[src/rtl/ekf_pkg.sv]
// Shared encodings for the EKF-SLAM stage sequencer: datapath stage codes
// and the sequencer FSM state set.
package ekf_pkg;

   localparam logic [2:0] STG_NONE  = 3'b000;
   localparam logic [2:0] STG_PRED  = 3'b001;
   localparam logic [2:0] STG_NEWLM = 3'b010;
   localparam logic [2:0] STG_UPD   = 3'b100;

   typedef enum logic [2:0] {
      IDLE,
      PRED,
      OBS,
      CHECK,
      NEW,
      UPD
   } state_t;

   // Datapath stage code presented while the FSM sits in a given state.
   function automatic logic [2:0] stage_of(input state_t s);
      logic [2:0] stg;
      stg = STG_NONE;
      case (s)
         PRED:    stg = STG_PRED;
         NEW:     stg = STG_NEWLM;
         UPD:     stg = STG_UPD;
         default: stg = STG_NONE;
      endcase
      return stg;
   endfunction

endpackage

[src/rtl/ekf_stage_seq_watchdog.sv]
// Per-stage watchdog: counts cycles while a stage is active and flags
// expiry on the TIMEOUT-th active cycle.
module stage_watchdog #(
   parameter int TO_W    = 16,
   parameter int TIMEOUT = 50000
) (
   input  logic clk,
   input  logic rst,
   input  logic clear,
   input  logic enable,
   output logic expired
);

   logic [TO_W-1:0] cnt;

   // Cycle counter, restarted whenever no stage is active.
   always_ff @(posedge clk or posedge rst) begin
      if (rst) begin
         cnt <= '0;
      end else if (clear) begin
         cnt <= '0;
      end else if (enable && !expired) begin
         cnt <= cnt + 1'b1;
      end
   end

   assign expired = enable && (cnt == TO_W'(TIMEOUT - 1));

endmodule

[src/rtl/ekf_stage_seq.sv]
// EKF-SLAM step sequencer: issues PREDICT, then one NEWLM or UPDATE stage
// per host observation, tracks the map landmark count and flags bad
// observations and stalled stages.
import ekf_pkg::*;

module ekf_stage_seq #(
   parameter int LM_W    = 10,
   parameter int MAX_LM  = 1023,
   parameter int TO_W    = 16,
   parameter int TIMEOUT = 50000
) (
   input  logic            clk,
   input  logic            sys_rst,
   input  logic            step_val,
   output logic            step_rdy,
   input  logic            obs_val,
   output logic            obs_rdy,
   input  logic [LM_W-1:0] obs_lk,
   input  logic            obs_new,
   input  logic            obs_last,
   input  logic            lm_clear,
   output logic [2:0]      stage_val,
   input  logic [2:0]      stage_rdy,
   output logic [LM_W-1:0] landmark_num,
   output logic [LM_W-1:0] l_k,
   output logic            busy,
   output logic            err_inval,
   output logic            err_full,
   output logic            err_timeout
);

   localparam logic [LM_W-1:0] MAX_LM_V = LM_W'(MAX_LM);

   state_t          state;
   state_t          state_nxt;
   logic [LM_W-1:0] lk_q;
   logic            new_q;
   logic            last_q;
   logic            wd_expired;
   logic            rdy_hit;
   logic            chk_upd;
   logic            chk_new;
   logic            step_acc;

   // Only the stage_rdy bit matching the active stage counts as completion.
   assign rdy_hit  = |(stage_rdy & stage_val);
   assign chk_upd  = !new_q && (lk_q < landmark_num);
   assign chk_new  = new_q && (landmark_num < MAX_LM_V);
   assign step_acc = step_val && step_rdy;

   stage_watchdog #(
      .TO_W    (TO_W),
      .TIMEOUT (TIMEOUT)
   ) u_watchdog (
      .clk     (clk),
      .rst     (sys_rst),
      .clear   (stage_val == STG_NONE),
      .enable  (stage_val != STG_NONE),
      .expired (wd_expired)
   );

   // State register.
   always_ff @(posedge clk or posedge sys_rst) begin
      if (sys_rst) state <= IDLE;
      else         state <= state_nxt;
   end

   // Next-state logic; a completion pulse beats a same-cycle watchdog expiry.
   always_comb begin
      state_nxt = state;
      case (state)
         IDLE:  if (step_val && !lm_clear) state_nxt = PRED;
         PRED:  if (stage_rdy[0])          state_nxt = OBS;
                else if (wd_expired)       state_nxt = IDLE;
         OBS:   if (obs_val)               state_nxt = CHECK;
                else if (step_val)         state_nxt = IDLE;
         CHECK: if (chk_upd)               state_nxt = UPD;
                else if (chk_new)          state_nxt = NEW;
                else                       state_nxt = last_q ? IDLE : OBS;
         NEW:   if (stage_rdy[1])          state_nxt = last_q ? IDLE : OBS;
                else if (wd_expired)       state_nxt = IDLE;
         UPD:   if (stage_rdy[2])          state_nxt = last_q ? IDLE : OBS;
                else if (wd_expired)       state_nxt = IDLE;
         default:                          state_nxt = IDLE;
      endcase
   end

   // Handshake and status outputs; lm_clear holds off a same-cycle step.
   always_comb begin
      step_rdy = (state == IDLE) && !lm_clear;
      obs_rdy  = (state == OBS);
      busy     = (state != IDLE);
   end

   // Registered stage code, cleared asynchronously by reset.
   always_ff @(posedge clk or posedge sys_rst) begin
      if (sys_rst) stage_val <= STG_NONE;
      else         stage_val <= stage_of(state_nxt);
   end

   // Captured observation fields, consumed in CHECK and at stage completion.
   always_ff @(posedge clk) begin
      if (state == OBS && obs_val) begin
         lk_q   <= obs_lk;
         new_q  <= obs_new;
         last_q <= obs_last;
      end
   end

   // Landmark count, active index and sticky error flags.
   always_ff @(posedge clk or posedge sys_rst) begin
      if (sys_rst) begin
         landmark_num <= '0;
         l_k          <= '0;
         err_inval    <= 1'b0;
         err_full     <= 1'b0;
         err_timeout  <= 1'b0;
      end else begin
         if (state == IDLE && lm_clear) begin
            landmark_num <= '0;
         end else if (state == NEW && stage_rdy[1] && landmark_num != MAX_LM_V) begin
            landmark_num <= landmark_num + 1'b1;
         end

         if (state == CHECK) begin
            if (chk_upd)      l_k <= lk_q;
            else if (chk_new) l_k <= landmark_num;
         end

         if (step_acc) begin
            err_inval   <= 1'b0;
            err_full    <= 1'b0;
            err_timeout <= 1'b0;
         end else begin
            if (state == CHECK && !new_q && !chk_upd) err_inval   <= 1'b1;
            if (state == CHECK && new_q && !chk_new)  err_full    <= 1'b1;
            if (wd_expired && !rdy_hit)               err_timeout <= 1'b1;
         end
      end
   end

endmodule

[config.mk]
export PLATFORM = sky130hd
export DESIGN_NAME = ekf_stage_seq
export DESIGN_NICKNAME = d
export VERILOG_FILES = /design/src/rtl/ekf_pkg.sv /design/src/rtl/ekf_stage_seq_watchdog.sv /design/src/rtl/ekf_stage_seq.sv
export SDC_FILE = /design/constraint.sdc
export NUM_CORES = 1
export LEC_CHECK = 0
export ABC_AREA = 1
export CELL_PAD_IN_SITES_DETAIL_PLACEMENT = 1
export CELL_PAD_IN_SITES_GLOBAL_PLACEMENT = 1
export CORE_ASPECT_RATIO = 1.1
export CORE_MARGIN = 3
export CORE_UTILIZATION = 42
export DETAILED_ROUTE_END_ITERATION = 8
export DONT_BUFFER_PORTS = 1
export PLACE_DENSITY_LB_ADDON = 0.1
export SYNTH_ARGS = -nofsm -noshare
export SYNTH_HDL_FRONTEND = slang
export SYNTH_SLANG_ARGS = --single-unit
[constraint.sdc]
create_clock -name clk -period 1.7 [get_ports clk]
set_clock_uncertainty 0.1 [all_clocks]
set_input_delay 0.34 -clock clk [delete_from_list [all_inputs] [get_ports clk]]
set_output_delay 0.34 -clock clk [all_outputs]
set_load 0.02 [all_outputs]
# After elaboration in Yosys (flattened, before gate mapping)
# Cells that the tools add are included.
# Widths: inputs -> output; s select.
op_classes:
  eq_ne: 10
  magnitude_cmp: 2
  reduce_logical: 34
  addsub: 2
  n_mux: 24
  bitwise: 1
op_table:
  columns: ["cell", "n"]
  rows:
  - ["$mux 10", 4]
  - ["$mux 16", 2]
  - ["$mux 3", 9]
  - ["$pmux 3 s6", 1]
  - ["$add 16x1->16 const B", 1]
  - ["$eq 16x16->1 const B", 1]
  - ["$logic_and 1x1->1", 16]
  - ["$eq 3x3->1 const B", 4]
  - ["$reduce_bool 2->1", 6]
  - ["$add 10x1->10 const B", 1]
  - ["$lt 10x10->1", 1]
  - ["$lt 10x10->1 const B", 1]
  - ["$ne 10x10->1 const B", 1]
  - ["$pmux 3 s3", 1]
  - ["$eq 3x1->1 const B", 2]
  - ["$eq 3x2->1 const B", 2]
  - ["$logic_not 1->1", 6]
  - ["$logic_not 3->1", 2]
  - ["$mux 1", 6]
  - ["$reduce_bool 3->1", 2]
  - ["$and 3x3->3", 1]
  - ["$reduce_or 3->1", 1]
  - ["$mux 2", 1]
  - ["$reduce_and 2->1", 1]
totals:
  input_bits: 20
  regBits: 57

# Longest topological paths before layout
# Gate-level depths: netlist of the first run.
logic_depth:
  ltp_word: 7
  mapped_depth: 13
  depth_no_buf: 13

# Hierarchy
# Synthesis of the first run repeated with hierarchy kept, for this count alone.
unflattened:
  cells_unflattened: 434
  area_unflattened_um2: 3325.7
modules_own_cells:
  columns: ["mod", "n_inst", "area_each_um2", "cells_each"]
  rows:
  - ["ekf_stage_seq", 1, 2233.4, 272]
  - ["stage_watchdog", 1, 1092.3, 162]

# Least setup slack after synthesis of the first run
# Ideal clock, no wire load.
synth_timing:
  path_kind: "register to register"
  startpoint: "register landmark_num[5]"
  endpoint: "register l_k[6]"
  stages_incl_launch_ff: 14
  slack_ns: -0.231
  required_time_ns: 1.484
  arrival_ns: 1.714
  path_buffers: 1
  period_less_slack_ns: 1.931
  path_cell_list: "dfrtp_1 > inv_1 > ha_1 > nand2_1 > inv_1 > nand2_1 > nand2_1 > nand2_1 > nand4_1 > buf_2 > nand2_1 > o21ai_0 > nand2_1 > nand2_1"
synth_via:
  elab_chain_cells: 4
synth_lines:
  columns: ["element", "line_no", "text"]
  rows:
  - ["start: declaration", "ekf_stage_seq.sv:24", "output logic [LM_W-1:0] landmark_num,"]
  - ["start signal: assignment", "ekf_stage_seq.sv:122", "landmark_num <= landmark_num + 1'b1;"]
  - ["$lt 10x10->1, on equally long branches", "ekf_stage_seq.sv:47, ekf_stage_seq.sv:48", null]
  - ["$logic_and 1x1->1, on equally long branches", "ekf_stage_seq.sv:47, ekf_stage_seq.sv:48", null]
  - ["$reduce_bool 2->1 (no line)", null, null]
  - ["$reduce_and 2->1 (no line)", null, null]
  - ["end signal: assignment", "ekf_stage_seq.sv:126", "if (chk_upd) l_k <= lk_q;"]
  - ["end signal: assignment", "ekf_stage_seq.sv:127", "else if (chk_new) l_k <= landmark_num;"]
  - ["end: declaration", "ekf_stage_seq.sv:25", "output logic [LM_W-1:0] l_k,"]
# Several ways; a longest one is shown, not always the timed one.
# A chain may end at the register's enable or synchronous reset.

# Worst setup path in the final report of the first run
layout_timing:
  startpoint: "register landmark_num[5]"
  endpoint: "register l_k[5]"
# The elaborated chain is that of the path after synthesis.

==> results of run 1 <==
-- power by group through the flow --
stage	clock network [mW]	logic, mW	registers, mW
floorplan	0	0.942	2.03
global placement	0	1.44	2.04
detailed placement	0	1.49	2.05
CTS	1.26	2.06	2.04
global route	1.35	2.71	2.10
finish	1.28	2.54	2.06
-- per-stage QoR --
step | setup TNS, ns | cell area, um2 | hold WS (ns) | cells | utilization, %
after detailed placement | -3.371 | 3699 | -0.01370 | 519 | 51.61
final | -5.144 | 4750 | 0.1218 | 582 | 66.27
after global routing | -6.858 | 4750 | 0.1315 | 582 | 66.27
after CTS | -2.386 | 4437 | 0.1110 | 568 | 61.91
after global placement | -2.188 | 3699 | -0.01568 | 519 | 51.61
after floorplan | -0.9493 | 3234 | 0.3389 | 389 | -
-- layout make-up --
cell class | count | area, um2 | area share (%)
Clock buffer | 12 | 135.1 | 2.845
Clock inverter | 4 | 43.79 | 0.9220
Inverter | 61 | 239.0 | 5.032
Multi-Input combinational cell | 265 | 1779 | 37.46
Sequential cell | 57 | 1503 | 31.64
Tap cell | 85 | 106.4 | 2.239
Timing Repair Buffer | 98 | 943.4 | 19.86
-- flip-flops by register name (all words and copies together), names as in the netlist --
register and count:
new_q 1, lk_q 10, err_timeout 1, state 3, err_full 1, err_inval 1, landmark_num 10, last_q 1
stage_val 3, l_k 10, u_watchdog.cnt 16
-- worst max-delay path, stage by stage, from the launching register on --
cell,delay [ns]
dfrtp_2,0.42
inv_2,0.10
ha_4,0.23
nand2_4,0.08
inv_1,0.05
nand2_2,0.06
nand2_2,0.06
nand2_2,0.08
buf_6,0.11
nand3_4,0.09
nand2_4,0.08
nand3_4,0.15
buf_6,0.19
nand2_1,0.06
nand2_1,0.06
-- repair_timing --
item	in CTS	in global routing
setup endpoints to repair	26	46
cloned	2	1
buffers inserted	18	13
hold buffers	13	0
endpoints found under the hold margin	57	0
resized for setup	62	52
pin swaps	26	31
-- layout by cell type (no fill, tap or decap), types with 2 or more instances in the layout --
master / Yosys / routed
edfxtp_1: 12 / 12
nand2_2: 3 / 20
a21oi_1: 15 / 11
dfrtp_2: 0 / 13
clkbuf_8: 0 / 9
nand2_1: 96 / 74
ha_4: 0 / 7
ha_1: 11 / 4
buf_12: 0 / 4
nor3_4: 0 / 4
a21oi_2: 1 / 4
nor2_2: 4 / 9
buf_6: 2 / 18
xor2_1: 3 / 3
clkinv_2: 1 / 4
nand3_4: 1 / 5
dfrtp_1: 45 / 32
nor4_1: 2 / 2
nand3_1: 25 / 16
buf_16: 0 / 2
dlygate4sd3_1: 0 / 13
nor2_1: 37 / 27
nand4_1: 10 / 10
nand2_8: 0 / 2
o21ai_2: 1 / 2
buf_4: 1 / 60
inv_2: 8 / 13
nor2_4: 2 / 7
clkbuf_1: 1 / 3
inv_1: 52 / 44
nand3_2: 4 / 9
o21ai_0: 24 / 10
o21ai_1: 2 / 15
nor3_1: 8 / 8
nand2_4: 3 / 6
-- final timing paths --
kind                                     end  slack, ns  cells after the start
setup / recovery                      l_k[5]      -0.34                     14
max in group asynchronous           state[0]       0.84                      3
hold reg to reg            u_watchdog.cnt[1]       0.40                      2
min in group asynchronous             l_k[6]       0.19                      2
hold / removal                  stage_val[0]       0.12                      3
setup reg to reg                      l_k[5]      -0.34                     14
-- logic make-up (layout without fill, tap and decap cells) --
group / after synthesis / count (layout)
and+or+nand+nor: 202 / 202
buffers and inverters: 67 / 175
DFF: 57 / 57
AOI/OAI and AO/OA: 48 / 48
adders and majority gates: 11 / 11
xor gates and xnor gates: 4 / 4
-- layer usage --
metal	track usage [%]	vias to the layer above	routed length [um]
met5	0	-	0
met4	13.52	0	673
met3	6.616	61	781
met2	49.83	150	7225
met1	29.57	1640	4768
li1	-	1476	-
==> qor.csv, run 1 <==
stage,metric,value,unit
run_status,run status,"complete, but fails checks",
run_status,failing checks,setup timing,
power,Seq pwr share,35.1,%
flow_run,max-cap viol count,0,
timing,min cycle time layout,2.039,ns
timing,period utilisation layout,119.9,%
setup_path,Critical Path RT,1.84,ns
synthesis,most frequent cell after synthesis,nand2_1,
synthesis,register area share after synthesis,46.77,%
timing,"Hold Vio Cnt, Final",0,
die,chip height,97.24,um
timing,relative slew slack,58.62,%
routing,per-cell routed wire length,23.11,um
timing,Worst Slack Setup Final,-0.3389,ns
finish,Fillers,814,
synthesis,Mapped Cells,389,
routing,DR iter-0 viols,146,
power,P_sw,2.416,mW
global_routing,largest net degree at the start of global routing,45,
routing,Final ANT Viol Nets,0,
synthesis,xor/xnor share of the synthesized area,1.102,%
die,Die Wd,88.94,um
routing,via count,3327,
power,Comb pwr share,43.2,%
placement,post-place setup slack,-0.2683,ns
clock_network,CTS sink count,57,
timing,Worst Max-Slew Pin Slew,0.6159,ns
clock_network,CTS tree,done,
finish,Layout area overhead,49.45,%
synthesis,Synth top area share,35.43,%
placement,HPWL Detailed,6453,um
timing,Fmax,490.5,MHz
die,I/O pins,49,
setup_path,CP Class,register to register,
synthesis,largest family of logic cells by synthesized area,simple AND/OR/NAND/NOR gates,
routing,routed wire length,13450,um
synthesis,Mapped Nets,420,
clock_network,clock buffer depth,2,
synthesis,async set-or-reset flop fraction in the synthesized netlist,78.95,%
worst_hold_path,hold_sp,stage_rdy[0],
setup_path,RR Startpoint,landmark_num[5],
finish,ANT cells,0,
power,clock share of power,21.7,%
synthesis,mux cell area share after synthesis,0,%
setup_path,CP startpoint,landmark_num[5],
timing,Final setup violation count,26,
synthesis,"area leader, netlist",dfrtp_1,
power,internal power,3.465,mW
synthesis,synth top area cells,"dfrtp_1, edfxtp_1, nand2_1",
synthesis,"EDFF count, synth",12,
synthesis,yosys synthesis warning count,0,
power,total power,5.881,mW
global_routing,via count of the first global-routing pass,3450,
global_routing,gr usage total,27.82,%
setup_path,worst-path maximum fanout,6,
synthesis,Synth Area in Simple Gates,30.83,%
global_routing,first-pass GRT wire length,18150,um
power,Peak supply drop,0.6864,mV
clock_network,cts bufs inserted,9,
synthesis,Post-Syn Area per Cell,8.170,um2
setup_path,critical path startpoint category,register,
power,leakage power,2.213,nW
synthesis,Commonest cells post-synth,"nand2_1, inv_1, dfrtp_1",
synthesis,Post-Synth Adder-Cell Area,4.331,%
timing,Slew Limit Fails,0,
clock_network,clk slew on worst S/H paths,0.07,ns
routing,first drt pass iteration count,4,
clock_network,CTS H-tree lvls,3,
synthesis,mapped cell area,3178,um2
finish,Nets,523,
clock_network,root buffer cell,clkbuf_8,
synthesis,count of different cell masters after synthesis,38,
synthesis,"flops & latches, synth",57,
placement,count of input and output buffers,0,
setup_path,crit end category,register,
die,core area,7167,um2
setup_path,crit path DAT,2.18,ns
power,Sw Share,41.08,%
clock_network,clock latency on the worst-skew pair,0.35,ns
die,initial core utilization,44.34,%
synthesis,Compound-Gate Fraction of Synth Area,8.346,%
worst_hold_path,worst min-delay path class,input pin to register,
global_routing,initial antenna violation count,0,
die,Die ar.,8648,um2
placement,GP Congestion,0.8110,
routing,vias per cell,5.716,
routing,DRC,0,
timing,RSZ-0062 raised after global routing,yes,
synthesis,Synth Flop Type,dfrtp_1,
finish,layout cells sized above 1,41.65,%
power,Power Density,1238,nW/um2
global_routing,GRT overflow,0,
die,# rows,32,
(Power assumes the default switching activity.)
==> run 2: changes to the inputs <==
--- a/config.mk
+++ b/config.mk
@@ -10,10 +10,11 @@
 export CELL_PAD_IN_SITES_GLOBAL_PLACEMENT = 1
 export CORE_ASPECT_RATIO = 1.1
 export CORE_MARGIN = 3
-export CORE_UTILIZATION = 42
+export CORE_UTILIZATION = 36
 export DETAILED_ROUTE_END_ITERATION = 8
-export DONT_BUFFER_PORTS = 1
+export MAX_ROUTING_LAYER = met4
 export PLACE_DENSITY_LB_ADDON = 0.1
+export SKIP_LAST_GASP = 1
 export SYNTH_ARGS = -nofsm -noshare
 export SYNTH_HDL_FRONTEND = slang
 export SYNTH_SLANG_ARGS = --single-unit
==> qor.csv, run 2 (synthesis results as in run 1) <==
stage,metric,value,unit,change
run_status,run status,"complete, but fails checks",,
run_status,failing checks,setup timing,,
setup_path,RR Endpoint,l_k[3],,
routing,Final ANT Viol Nets,0,,unchanged
clock_network,CTS H-tree lvls,3,,unchanged
finish,ANT cells,0,,unchanged
finish,layout cells sized above 1,35.37,%,-6.3 points
setup_path,Critical Path RT,1.85,ns,about the same
die,I/O pins,49,,unchanged
clock_network,hold_buf cts,0,,-13
placement,cell area after placement,4317,um2,+17%
setup_path,Critical Path Sink,l_k[3],,
placement,count of input and output buffers,48,,+48
die,Die Wd,95.59,um,+7.5%
finish,most frequent cells in the layout,"nand2_1, buf_4, inv_1, dfrtp_1, nor2_1",,
die,# rows,35,,+9.4%
setup_path,CP Class,register to register,,
routing,vias per cell,4.964,,-13%
timing,Worst Max-Slew Pin Slew,0.3068,ns,-0.3091 ns
die,core area,8496,um2,+19%
placement,DP Cell Count,607,,+17%
die,initial core utilization,37.41,%,-6.9 points
placement,GP Congestion,0.8165,,+0.68%
clock_network,clock buffer depth,2,,unchanged
clock_network,root buffer cell,clkbuf_8,,
setup_path,critical path startpoint category,register,,
global_routing,initial antenna violation count,0,,unchanged
setup_path,worst-path maximum fanout,6,,unchanged
setup_path,reg2reg setup slack,-0.27,ns,+0.07 ns
finish,Layout area overhead,54.96,%,
clock_network,clk slew on worst S/H paths,0.07,ns,about the same
setup_path,RR Startpoint,lk_q[5],,
clock_network,CTS tree,done,,
timing,Slew Limit Fails,0,,unchanged
setup_path,CP startpoint,lk_q[5],,
routing,routed wire length,10190,um,-24%
timing,min cycle time layout,1.969,ns,-0.07034 ns
timing,RSZ-0062 raised after global routing,yes,,
power,leakage power,2.370,nW,+7.1%
timing,relative slew slack,79.36,%,+21 points
power,Power Density,1229,nW/um2,-0.72%
worst_hold_path,worst min-delay path class,input pin to asynchronous set/reset pin,,
power,total power,6.054,mW,+2.9%
clock_network,CTS sink count,57,,unchanged
setup_path,crit path DAT,2.12,ns,-0.06 ns
timing,TNS Setup,-3.537,ns,+1.607 ns
finish,"most common cell after layout, fill and taps aside",nand2_1,,
clock_network,clock latency on the worst-skew pair,0.35,ns,about the same
die,Die ar.,9992,um2,+16%
die,chip height,104.5,um,+7.5%
global_routing,gr usage total,21.59,%,-6.2 points
timing,period utilisation layout,115.8,%,-4.1 points
power,Peak supply drop,0.6403,mV,-6.7%
routing,DR iter-0 viols,64,,-56%
flow_run,max-cap viol count,0,,unchanged
timing,Final setup violation count,19,,-27%
finish,Largest Register,u_watchdog.cnt,,
placement,HPWL Detailed,7131,um,+11%
finish,Largest register FFs,16,,unchanged
timing,Fmax,508.0,MHz,+3.6%
global_routing,first-pass GRT wire length,16220,um,-11%
finish,Fillers,1019,,+25%
setup_path,Worst R2R Path Depth,13,,-1
timing,Worst Slack Setup Final,-0.2686,ns,+0.07034 ns
finish,final core area utilization,57.97,%,-8.3 points
finish,fin area,4925,um2,+3.7%
finish,Post-Layout Cell Count,634,,+8.9%
global_routing,largest net degree at the start of global routing,46,,+2.2%
global_routing,via count of the first global-routing pass,3333,,-3.4%
routing,DRC,0,,unchanged
routing,first drt pass iteration count,4,,unchanged
timing,"Hold Vio Cnt, Final",0,,unchanged
finish,Nets,549,,+5.0%
clock_network,cts bufs inserted,9,,unchanged
routing,per-cell routed wire length,16.07,um,-30%
routing,via count,3147,,-5.4%
global_routing,GRT overflow,0,,unchanged
setup_path,crit end category,register,,
run 2: critical path, stage by stage, from the launching register on:
cell	delay [ns]
edfxtp_1	0.44
ha_4	0.26
nand2_4	0.07
inv_2	0.04
nand2_2	0.06
nand2_2	0.07
nand2_2	0.09
nand4_1	0.18
buf_4	0.21
buf_12	0.13
nand2_1	0.05
o21ai_1	0.06
nand2_1	0.06
nand2_1	0.05
run 2: repair_timing:
item | in CTS | in global routing
setup endpoints to repair | 53 | 32
buffers inserted | 6 | 6
pin swaps | 18 | 28
resized for setup | 82 | 48
run 2: worst min path at each step:
stage | endpoint | slack [ns] | depth (start not counted)
after floorplan | last_q | 0.34 | 0
after global placement | l_k[3] | 0.36 | 2
after detailed placement | l_k[6] | 0.37 | 2
after CTS | l_k[3] | 0.26 | 3
after global routing | l_k[3] | 0.29 | 3
final | l_k[3] | 0.26 | 3
run 2: cell type report:
class / count / area, um2 / share of cell area, %
well taps: 111 / 138.9 / 2.820
flip-flops and latches: 57 / 1498 / 30.41
clock inverters: 6 / 106.4 / 2.160
inverters: 61 / 246.5 / 5.005
multi-input cells: 265 / 1685 / 34.22
clock buffers: 10 / 127.6 / 2.591
repair buffers: 124 / 1122 / 22.79
run 2: power by group:
part           total, mW  switching, mW  leakage (nW)  internal (mW)
sequential          1.87          0.205         0.714           1.66
clock               1.54          0.570         0.114          0.966
combinational       2.65           1.45          1.54           1.21
run 2: routing by layer:
metal / global-route usage (%) / up-vias / part of all wire (%)
li1: - / 1531 / -
met1: 24.70 / 1552 / 40
met2: 37.66 / 48 / 55
met3: 3.312 / 16 / 2.6
met4: 7.622 / 0 / 2.0
met5: - / - / 0
run 2: through the flow:
stage               setup WS (ns)  hold slack (ns)
finish                    -0.2686           0.2576
global route              -0.4050           0.2859
CTS                       -0.2411           0.2642
detailed placement        -0.2677           0.3739
global placement          -0.2095           0.3631
floorplan                -0.09498           0.3389
